[src/rtl/fetch_stage_if.sv]
// Fetch-stage bus bundle: instruction-memory handshake, decoder buffer and redirect.
// master = fetch stage, slave = memory/decoder/branch environment.
interface fetch_stage_if;
    logic        imem_req;
    logic [31:0] imem_addr;
    logic        imem_ack;
    logic [31:0] imem_rdata;
    logic        instr_valid;
    logic [31:0] instr;
    logic [31:0] instr_pc;
    logic        instr_ready;
    logic        redirect;
    logic [31:0] redirect_pc;
    logic        redirect_misaligned;

    modport master (
        output imem_req, imem_addr, instr_valid, instr, instr_pc, redirect_misaligned,
        input  imem_ack, imem_rdata, instr_ready, redirect, redirect_pc
    );

    modport slave (
        input  imem_req, imem_addr, instr_valid, instr, instr_pc, redirect_misaligned,
        output imem_ack, imem_rdata, instr_ready, redirect, redirect_pc
    );
endinterface

[src/rtl/fetch_stage.sv]
// Instruction fetch stage: owns the PC, keeps one imem request in flight and
// hands fetched words to the decoder through a one-entry valid/ready buffer.
module fetch_stage #(
    parameter logic [31:0] RESET_PC  = 32'h0000_0000,
    parameter logic [31:0] NOP_INSTR = 32'h0000_0013
) (
    input  logic          clk,
    input  logic          reset,
    fetch_stage_if.master bus
);

    typedef enum logic [1:0] {
        IDLE = 2'd0,
        WAIT = 2'd1,
        KILL = 2'd2
    } state_t;

    state_t      state_r;
    logic [31:0] pc_r;
    logic [31:0] pending_r;
    logic [31:0] instr_r;
    logic [31:0] instr_pc_r;
    logic        instr_valid_r;
    logic        misaligned_r;

    logic        can_issue_s;
    logic        req_s;
    logic [31:0] target_s;
    logic [31:0] pc_next4_s;

    // Request decode: issue from IDLE only when the buffer can take the result.
    always_comb begin
        can_issue_s = !instr_valid_r || bus.instr_ready;
        target_s    = {bus.redirect_pc[31:2], 2'b00};
        pc_next4_s  = pc_r + 32'd4;
        req_s       = 1'b0;
        if (reset) begin
            req_s = 1'b0;
        end else begin
            case (state_r)
                IDLE:       req_s = can_issue_s && !bus.redirect;
                WAIT, KILL: req_s = 1'b1;
                default:    req_s = 1'b0;
            endcase
        end
    end

    assign bus.imem_req            = req_s;
    assign bus.imem_addr           = pc_r;
    assign bus.instr_valid         = instr_valid_r;
    assign bus.instr               = instr_r;
    assign bus.instr_pc            = instr_pc_r;
    assign bus.redirect_misaligned = misaligned_r;

    // Fetch FSM, PC, redirect bookkeeping and decoder buffer.
    always_ff @(posedge clk) begin
        if (reset) begin
            state_r       <= IDLE;
            pc_r          <= RESET_PC;
            pending_r     <= 32'h0000_0000;
            instr_r       <= NOP_INSTR;
            instr_pc_r    <= 32'h0000_0000;
            instr_valid_r <= 1'b0;
            misaligned_r  <= 1'b0;
        end else begin
            misaligned_r <= bus.redirect && (bus.redirect_pc[1:0] != 2'b00);
            case (state_r)
                IDLE: begin
                    if (bus.redirect) begin
                        pc_r          <= target_s;
                        instr_valid_r <= 1'b0;
                        instr_r       <= NOP_INSTR;
                    end else if (can_issue_s && bus.imem_ack) begin
                        instr_r       <= bus.imem_rdata;
                        instr_pc_r    <= pc_r;
                        instr_valid_r <= 1'b1;
                        pc_r          <= pc_next4_s;
                    end else if (can_issue_s) begin
                        // Buffer is either empty or being consumed this cycle.
                        state_r       <= WAIT;
                        instr_valid_r <= 1'b0;
                        instr_r       <= NOP_INSTR;
                    end else begin
                        state_r <= IDLE;
                    end
                end
                WAIT: begin
                    if (bus.redirect) begin
                        instr_valid_r <= 1'b0;
                        instr_r       <= NOP_INSTR;
                        if (bus.imem_ack) begin
                            pc_r    <= target_s;
                            state_r <= IDLE;
                        end else begin
                            pending_r <= target_s;
                            state_r   <= KILL;
                        end
                    end else if (bus.imem_ack) begin
                        instr_r       <= bus.imem_rdata;
                        instr_pc_r    <= pc_r;
                        instr_valid_r <= 1'b1;
                        pc_r          <= pc_next4_s;
                        state_r       <= IDLE;
                    end else begin
                        state_r <= WAIT;
                    end
                end
                KILL: begin
                    if (bus.redirect) begin
                        pending_r     <= target_s;
                        instr_valid_r <= 1'b0;
                        instr_r       <= NOP_INSTR;
                    end
                    if (bus.imem_ack) begin
                        pc_r    <= bus.redirect ? target_s : pending_r;
                        state_r <= IDLE;
                    end else begin
                        state_r <= KILL;
                    end
                end
                default: begin
                    state_r       <= IDLE;
                    instr_valid_r <= 1'b0;
                    instr_r       <= NOP_INSTR;
                end
            endcase
        end
    end

endmodule

[src/flat_wrapper.sv]
// flat-port wrapper written by rule: the top's interface ports become plain ports
module fetch_stage_flat 
#(
    parameter logic [31:0] RESET_PC  = 32'h0000_0000,
    parameter logic [31:0] NOP_INSTR = 32'h0000_0013
)
  (clk, reset, bus_imem_req, bus_imem_addr, bus_instr_valid, bus_instr, bus_instr_pc, bus_redirect_misaligned, bus_imem_ack, bus_imem_rdata, bus_instr_ready, bus_redirect, bus_redirect_pc);
  fetch_stage_if bus_i ();
  input  logic clk;
  input  logic reset;
  output wire logic [$bits(bus_i.imem_req)-1:0] bus_imem_req;
  output wire logic [$bits(bus_i.imem_addr)-1:0] bus_imem_addr;
  output wire logic [$bits(bus_i.instr_valid)-1:0] bus_instr_valid;
  output wire logic [$bits(bus_i.instr)-1:0] bus_instr;
  output wire logic [$bits(bus_i.instr_pc)-1:0] bus_instr_pc;
  output wire logic [$bits(bus_i.redirect_misaligned)-1:0] bus_redirect_misaligned;
  input wire logic [$bits(bus_i.imem_ack)-1:0] bus_imem_ack;
  input wire logic [$bits(bus_i.imem_rdata)-1:0] bus_imem_rdata;
  input wire logic [$bits(bus_i.instr_ready)-1:0] bus_instr_ready;
  input wire logic [$bits(bus_i.redirect)-1:0] bus_redirect;
  input wire logic [$bits(bus_i.redirect_pc)-1:0] bus_redirect_pc;
  assign bus_imem_req = bus_i.imem_req;
  assign bus_imem_addr = bus_i.imem_addr;
  assign bus_instr_valid = bus_i.instr_valid;
  assign bus_instr = bus_i.instr;
  assign bus_instr_pc = bus_i.instr_pc;
  assign bus_redirect_misaligned = bus_i.redirect_misaligned;
  assign bus_i.imem_ack = bus_imem_ack;
  assign bus_i.imem_rdata = bus_imem_rdata;
  assign bus_i.instr_ready = bus_instr_ready;
  assign bus_i.redirect = bus_redirect;
  assign bus_i.redirect_pc = bus_redirect_pc;
  fetch_stage #(.RESET_PC(RESET_PC), .NOP_INSTR(NOP_INSTR)) u_core (.clk(clk), .reset(reset), .bus(bus_i));
endmodule
[config.mk]
export PLATFORM = sky130hd
export DESIGN_NAME = fetch_stage_flat
export DESIGN_NICKNAME = d
export VERILOG_FILES = /design/src/rtl/fetch_stage_if.sv /design/src/rtl/fetch_stage.sv /design/src/flat_wrapper.sv
export SDC_FILE = /design/constraint.sdc
export NUM_CORES = 1
export LEC_CHECK = 0
export ABC_AREA = 1
export BUFFER_PORTS_ARGS = -buffer_cell sky130_fd_sc_hd__clkbuf_2
export CORE_ASPECT_RATIO = 0.7
export CORE_MARGIN = 2
export CORE_UTILIZATION = 56
export DETAILED_ROUTE_END_ITERATION = 16
export PLACE_DENSITY = 0.85
export REMOVE_ABC_BUFFERS = 1
export SLEW_MARGIN = 0
export SYNTH_ARGS = -nofsm -noshare
export SYNTH_HDL_FRONTEND = slang
export SYNTH_SLANG_ARGS = --single-unit
[constraint.sdc]
create_clock -name clk -period 4.25 [get_ports clk]
set_clock_uncertainty 0.15 [all_clocks]
set_input_delay 0.85 -clock clk [delete_from_list [all_inputs] [get_ports clk]]
set_output_delay 0.85 -clock clk [all_outputs]
set_load 0.01 [all_outputs]
* Yosys cells after proc, flatten, opt, wreduce, memory -nomap -nowiden
Cells that the tools add are included.
** Cells by class
- Add/subtract/negate cells :: 1
- $mul :: 0
- Divide/modulo/power cells :: 0
- Order comparisons :: 0
- Equality and inequality tests :: 14
- Shift-type cells :: 0
- Mux-type cells :: 39
- Bitwise logic cells :: 0
- Reductions and logical operators :: 17
** Operator list (count)
- 32-bit two-way mux :: 19
- 32-bit case mux with 3 select lines :: 2
- 32-bit case mux with 2 select lines :: 2
- 32-bit by 3-bit adder with 32-bit output (second input constant) :: 1
- 2-bit != test (second input constant) :: 8
- 1-bit two-way mux :: 9
- 2-bit two-way mux :: 4
- 2-bit case mux with 3 select lines :: 1
- 3-bit AND reduction :: 2
- 2-bit nonzero test :: 3
- 5-bit AND reduction :: 1
- 4-bit by 2-bit != test with 1-bit output (second input constant) :: 1
- 4-bit AND reduction :: 1
- 1-bit logical AND :: 3
- 3-bit by 2-bit != test with 1-bit output (second input constant) :: 1
- 3-bit != test (second input constant) :: 1
- 1-bit case mux with 3 select lines :: 1
- 3-bit nonzero test :: 1
- 2-bit by 1-bit == test with 1-bit output (second input constant) :: 1
- 2-bit == test (second input constant) :: 1
- 1-bit zero test :: 2
- 2-bit zero test :: 1
- 2-bit by 1-bit != test with 1-bit output (second input constant) :: 1
- 1-bit case mux with 2 select lines :: 1
- 3 further kinds :: 3
** Storage, ports and cells
- Register bits :: 132
- Bits in latches :: 0
- Bits in writable memories :: 0
- Memory bits (read-only) :: 0
- Input bits :: 69
- Logic and storage cells :: 78
- Memories :: 0

* Longest topological paths before layout
Gate-level depths: netlist of the first run.
- Depth after elaboration :: 6
- Gate-level depth with buffers :: 13

* Worst setup path after synthesis of the first run
OpenSTA, ideal clock, no wires.
- Path kind :: input port to output port
- Start :: in bus_redirect
- End :: out bus_imem_req
- Arrival time :: 1.490 ns
- Required time :: 3.250 ns
- Slack :: 1.760 ns
- Stages on the path :: 6
- Path buffers :: 1
- Cell sequence :: buf_4 > inv_4 > nand2_2 > inv_2 > a21oi_1 > nor3_1
** On the way
- Longest elaborated chain between the ends :: 4
** Ends and longest elaborated chain
- start: declaration :: RTL line flat_wrapper.sv:20 : input wire logic [$bits(bus_i.redirect)-1:0] bus_redirect;
- 1-bit zero test :: RTL line fetch_stage.sv:41 : IDLE: req_s = can_issue_s && !bus.redirect;
- 1-bit logical AND :: RTL line fetch_stage.sv:41
- 1-bit case mux with 2 select lines :: RTL line fetch_stage.sv:40 : case (state_r)
- 1-bit two-way mux :: RTL line fetch_stage.sv:37 : if (reset) begin
- end: declaration :: RTL line flat_wrapper.sv:11 : output wire logic [$bits(bus_i.imem_req)-1:0] bus_imem_req;
No other way between the ends.

* Final worst setup path of the first run
- Start :: reg u_core.state_r[0]
- End :: reg u_core.instr_r[22], in the netlist u_core.bus.instr[22]
** On the way
- Longest elaborated chain between the ends :: 3
- Elaborated cells between the ends (all ways) :: 8
** Ends and longest elaborated chain
- start: declaration :: RTL line fetch_stage.sv:18 : state_t state_r;
- start signal: assignment :: RTL line fetch_stage.sv:58 : state_r <= IDLE;
- start signal: assignment :: RTL line fetch_stage.sv:80 : state_r <= WAIT;
- start signal: assignment :: RTL line fetch_stage.sv:84 : state_r <= IDLE;
- 2-bit by 1-bit == test with 1-bit output (tied with other cells) :: RTL line fetch_stage.sv:67 : case (state_r)
- 3-bit != test (no line) (tied with other cells)
- 3-bit AND reduction (no line)
- end signal: assignment :: RTL line fetch_stage.sv:74 : instr_r <= bus.imem_rdata;
- end signal: assignment :: RTL line fetch_stage.sv:99 : instr_r <= bus.imem_rdata;
- end: declaration :: RTL line fetch_stage.sv:21 : logic [31:0] instr_r;
Several ways; a longest one is shown, not always the timed one.
A chain may end at the register's enable or synchronous reset.

==> results of run 1 <==
## power by group
group / internal, mW / switching, mW / leakage, nW
Clock: 0.922 / 0.518 / 0.281
Combinational: 0.585 / 1.11 / 1.89
Sequential: 1.63 / 0.356 / 1.08
Total: 3.13 / 1.98 / 3.25
## kinds of logic after synthesis
logic type / synth area share
fa+ha+maj: 0.0103
compound gates: 0.218
simple gates: 0.240
buf+inv: 0.0940
xor+xnor: 0.00145
flops: 0.436
## per-stage QoR
step / total power [mW] / cell area, um2 / cells
3_5_place_dp: 3.63 / 6910 / 1147
3_3_place_gp: 3.59 / 6910 / 1147
4_1_cts: 5.08 / 7490 / 1178
6_report: 5.11 / 7490 / 1178
2_1_floorplan: 2.95 / 5860 / 841
5_1_grt: 5.43 / 7490 / 1178
## layer usage
| layer | vias up | GRT usage |
|---|---|---|
| met5 | - | 0 |
| met4 | 0 | 0.0861 |
| met3 | 29 | 0.0878 |
| met2 | 308 | 0.434 |
| met1 | 2888 | 0.420 |
| li1 | 3157 | - |
## Yosys cell counts, types with 4 or more instances
library cell / instances
nand3_1: 36
nand2_1: 198
dfxtp_1: 132
inv_1: 89
inv_2: 7
a21oi_2: 8
nor2_1: 100
clkbuf_1: 27
buf_2: 12
a22o_1: 6
o21ai_1: 9
ha_1: 5
nor2_2: 8
o21ai_0: 104
a21oi_1: 111
o22ai_1: 5
buf_1: 4
## sequential cells by signal, indices dropped and copies added, names as in the netlist
signal / flops
u_core.bus.instr_pc: 32
u_core.pending_r: 32
u_core.bus.imem_addr: 32
u_core.bus.redirect_misaligned: 1
u_core.state_r: 2
u_core.bus.instr: 32
u_core.bus.instr_valid: 1
## tightest hold or removal path, cell delays in order, from the launching register on
cell     delay (ns)
dfxtp_1        0.30
inv_1          0.05
a21oi_1        0.05
## area by class of cell
cell class / count / area (um2)
multi-input combinational: 612 / 2850
inverter: 97 / 367
fill: 847 / 2950
timing repair buffer: 174 / 888
sequential: 132 / 2640
clock inverter: 4 / 70.1
tap: 132 / 165
clock buffer: 27 / 503
## worst paths after layout
kind,start,endpoint,slack (ns),cells after the start
setup reg to reg,u_core.state_r[0]$_SDFFE_PP0P_,u_core.bus.instr[22]$_SDFFE_PP0P_,0.88,12
setup / recovery,u_core.state_r[0]$_SDFFE_PP0P_,u_core.bus.instr[22]$_SDFFE_PP0P_,0.88,12
hold reg to reg,u_core.bus.instr_pc[26]$_SDFFE_PP0P_,u_core.bus.instr_pc[26]$_SDFFE_PP0P_,0.29,2
hold / removal,u_core.bus.instr_pc[26]$_SDFFE_PP0P_,u_core.bus.instr_pc[26]$_SDFFE_PP0P_,0.29,2
==> reports/results.ini, run 1 <==
[layout]
nNetsFinal=1108
syn2layout_area_growth_pct=23.6
final_common_cell=nand2_1
final_util=0.718
insertedDiodeCount=0
drive_above_1_share=0.223
final_cell_mix=198 x nand2_1, 167 x clkbuf_2, 132 x dfxtp_1, 111 x a21oi_1, 104 x o21ai_0

[sta]
final-hold-violation-count=0
timing.hold.ws_ns=0.290
slew_violations=0
fin_crit_sh=0.793
worst_slack_ns=0.879
relSlewSlack=0.284
rsz0062_at_grt=no
tightest_slew_ns=1.07
setup_tns_ns=0
max_freq_mhz=297
setup_violations=0
fin_crit_ns=3.37

[global_route]
grt_pass1_wl_mm=27.7
grt_pass1_vias=5709
grt_max_degree=65
gr-usage-all-layers=0.296
overflow=0
antenna_found_initial=0

[worst_setup_path]
worstPathRequired_ns=4.45
endpoint_kind=flip-flop
path_cells=inv_1 > ha_1 > inv_2 > nor2_2 > buf_4 > inv_2 > nand2_2 > nor2_4 > inv_2 > nor2_2 > nand2_1 > a21oi_2
crit_slowest_cell=nor2_2
critical_path_class=reg -> reg
crit_path_frequent_cell=inv_2
slowest_delay_ns=0.86
crit_arrival_ns=3.57
critPathLaunchType=flip-flop
worstPathMaxFanout=31
path_delay_family=simple AND/OR/NAND/NOR gates
worst-path-buf-inv=5

[synthesis]
yosysWarnings=0
synth_top_cell_by_area=dfxtp_1
synth-seq-area-share=0.436
yosysTopAreaCellShare=0.436
syn_area_per_cell_um2=6.83
async_flop_share=0
synth_cells=887
synth_edf_count=0
synth-seq-cells=132
yosys_most_used_dff=dfxtp_1
synth_area_leaders=dfxtp_1 44%, nand2_1 12%, a21oi_1 9.2%, o21ai_0 8.6%, nor2_1 6.2%
ys_types=34
synth_area_um2=6060

[place]
gp_congestion=0.907
io_buffer_count=167
post-dp-hpwl_mm=11.5
preCtsSetupSlack_ns=0.666

[drt]
first_pass_iters=5
vias=6382
drt_iter0_markers=631
highest_layer=met4
drtAntennaViolNets=0
drt_wl_total_mm=17.2
drcViolationCount=0
wl_met2_mm=7.33
wire_per_inst_um=14.6
dr_wl_met3_mm=1.75
viasPerCell=5.42
wl_met1_mm=7.89

[clocking]
ctsLongestPathBuffers=2
cts_made_buffers=17
clkTransAtPathRegs_ns=0.05
clkLatencyLatePin_ns=0.41
cts-root-buf=clkbuf_16
htree_levels=4
cts_resized=0
hold_buffers=0
post_cts_buffers=0
cts_tree=built
numClockSinks=132

[status]
status=finished clean

[die]
die_area_um2=11700
start_util=0.581
die_h_um=91.0
fp.dieW_um=128
coreArea_um2=10400
io_pins=168
rows=31

[run]
max_cap_violations=0

[min_path]
hold_path_class=reg -> reg

[pwr]
pwr_density_cell_nw_per_um2=683
ir_worst_vdd_v=0.000389
p_leak_nw=3.25

Note: power is estimated with default switching activity, not from simulation.
==> run 2: changes to the inputs <==
CORE_UTILIZATION = 47   (was 56)
PLACE_DENSITY = 0.76   (was 0.85)
clock period = 3.1 ns   (was 4.25 ns; I/O delays follow)
==> run 2 against run 1 <==
First-iteration DRC count shrank 30%. Flip-flop and latch count is the same. Final area grew 2.1%. Largest cell class unchanged.
==> reports/results.ini, run 2 (synthesis results as in run 1) <==
[worst_setup_path]
crit_slowest_cell=nand3_2
critical_path_class=reg -> reg
worst-path-buf-inv=2
path_cells=inv_1 > ha_1 > nor2_1 > nor2_1 > nand3_2 > buf_4 > o21ai_0 > a21oi_1
crit_arrival_ns=2.65
worstPathMaxFanout=30
slowest_delay_ns=0.51
critPathLaunchType=flip-flop
crit_path_frequent_cell=nor2_1
worstPathRequired_ns=3.25
endpoint_kind=flip-flop
path_delay_family=simple AND/OR/NAND/NOR gates

[layout]
drive_above_1_share=0.232
final_cell_mix=198 x nand2_1, 167 x clkbuf_2, 132 x dfxtp_1, 111 x a21oi_1, 104 x o21ai_0
final_area_um2=7650
nNetsFinal=1112
stdcell_count=1213
insertedDiodeCount=0
final_common_cell=nand2_1
final_util=0.611
syn2layout_area_growth_pct=26.2

[pwr]
p_total_mw=7.21
p_leak_nw=3.31
pwr_density_cell_nw_per_um2=943
ir_worst_vdd_v=0.000479

[drt]
drt_wl_total_mm=16.6
drt_iter0_markers=441
wire_per_inst_um=13.7
first_pass_iters=5
drtAntennaViolNets=0
vias=6160
viasPerCell=5.08
drcViolationCount=0

[place]
post-dp-hpwl_mm=11.5
placed_cells=1181
io_buffer_count=167
preCtsSetupSlack_ns=0.638
placed_area_um2=6990
gp_congestion=0.844

[clocking]
cts_resized=0
ctsLongestPathBuffers=2
hold_buffers=0
clkLatencyLatePin_ns=0.41
cts-root-buf=clkbuf_16
cts_tree=built
post_cts_buffers=0
cts_made_buffers=17
clkTransAtPathRegs_ns=0.06
numClockSinks=132
htree_levels=4

[status]
status=finished clean

[die]
fp.dieW_um=140
rows=34
coreArea_um2=12500
start_util=0.484
die_area_um2=13800
die_h_um=99.0
io_pins=168

[sta]
tightest_slew_ns=0.739
slew_violations=0
timing.hold.ws_ns=0.269
final-hold-violation-count=0
fin_crit_ns=2.50
rsz0062_at_grt=no
setup_violations=0
worst_slack_ns=0.596
relSlewSlack=0.507
max_freq_mhz=399
fin_crit_sh=0.808
setup_tns_ns=0

[min_path]
hold_path_class=in -> reg

[global_route]
antenna_found_initial=0
grt_pass1_wl_mm=27.1
overflow=0
grt_max_degree=62
grt_pass1_vias=5467
gr-usage-all-layers=0.242

[run]
max_cap_violations=0

[run 2: cell types whose count changed in the layout (fill, tap and decap cells not counted)]
cell / previous run / this run
clkbuf_1: 6 / 0
buf_4: 7 / 10
bufinv_16: 2 / 4
clkinvlp_4: 0 / 2
inv_6: 0 / 2
buf_12: 0 / 1
clkinv_4: 0 / 1
[run 2: final timing paths]
kind                                                              to                                start  slack, ns  cells after the start
worst min-delay path                u_core.bus.instr[1]$_SDFFE_PP1P_                    bus_imem_rdata[1]       0.27                      3
worst min register to register   u_core.bus.instr_pc[6]$_SDFFE_PP0P_  u_core.bus.instr_pc[6]$_SDFFE_PP0P_       0.29                      2
worst max-delay path            u_core.bus.instr_pc[25]$_SDFFE_PP0P_       u_core.state_r[1]$_SDFFE_PP0P_       0.60                      8
worst max register to register  u_core.bus.instr_pc[25]$_SDFFE_PP0P_       u_core.state_r[1]$_SDFFE_PP0P_       0.60                      8
[run 2: report_power, final]
group	leakage [nW]	internal, mW	switching, mW	total (mW)
logic	1.91	0.830	1.49	2.32
clock network	0.316	1.44	0.753	2.19
registers	1.08	2.23	0.468	2.70
total	3.31	4.49	2.71	7.21
[run 2: layout make-up]
| type | instances | area (um2) |
|---|---|---|
| Fill cell | 1158 | 4860 |
| Clock buffer | 21 | 480 |
| Inverter | 97 | 367 |
| Clock inverter | 11 | 171 |
| Tap cell | 162 | 203 |
| Timing Repair Buffer | 178 | 931 |
| Multi-Input combinational cell | 612 | 2850 |
| Sequential cell | 132 | 2640 |
[run 2: worst register-to-register path, cell delays in order (launching register included)]
cell and delay (ns):
dfxtp_1 0.34, inv_1 0.11, ha_1 0.28, nor2_1 0.09
nor2_1 0.22, nand3_2 0.51, buf_4 0.42, o21ai_0 0.21
a21oi_1 0.06
[run 2: routing by layer]
metal	wire, um	up-vias	track usage
met5	0	-	0
met3	1230	19	0.0500
met4	230	0	0.0708
met1	8170	2750	0.355
met2	6940	213	0.358
li1	-	3178	-
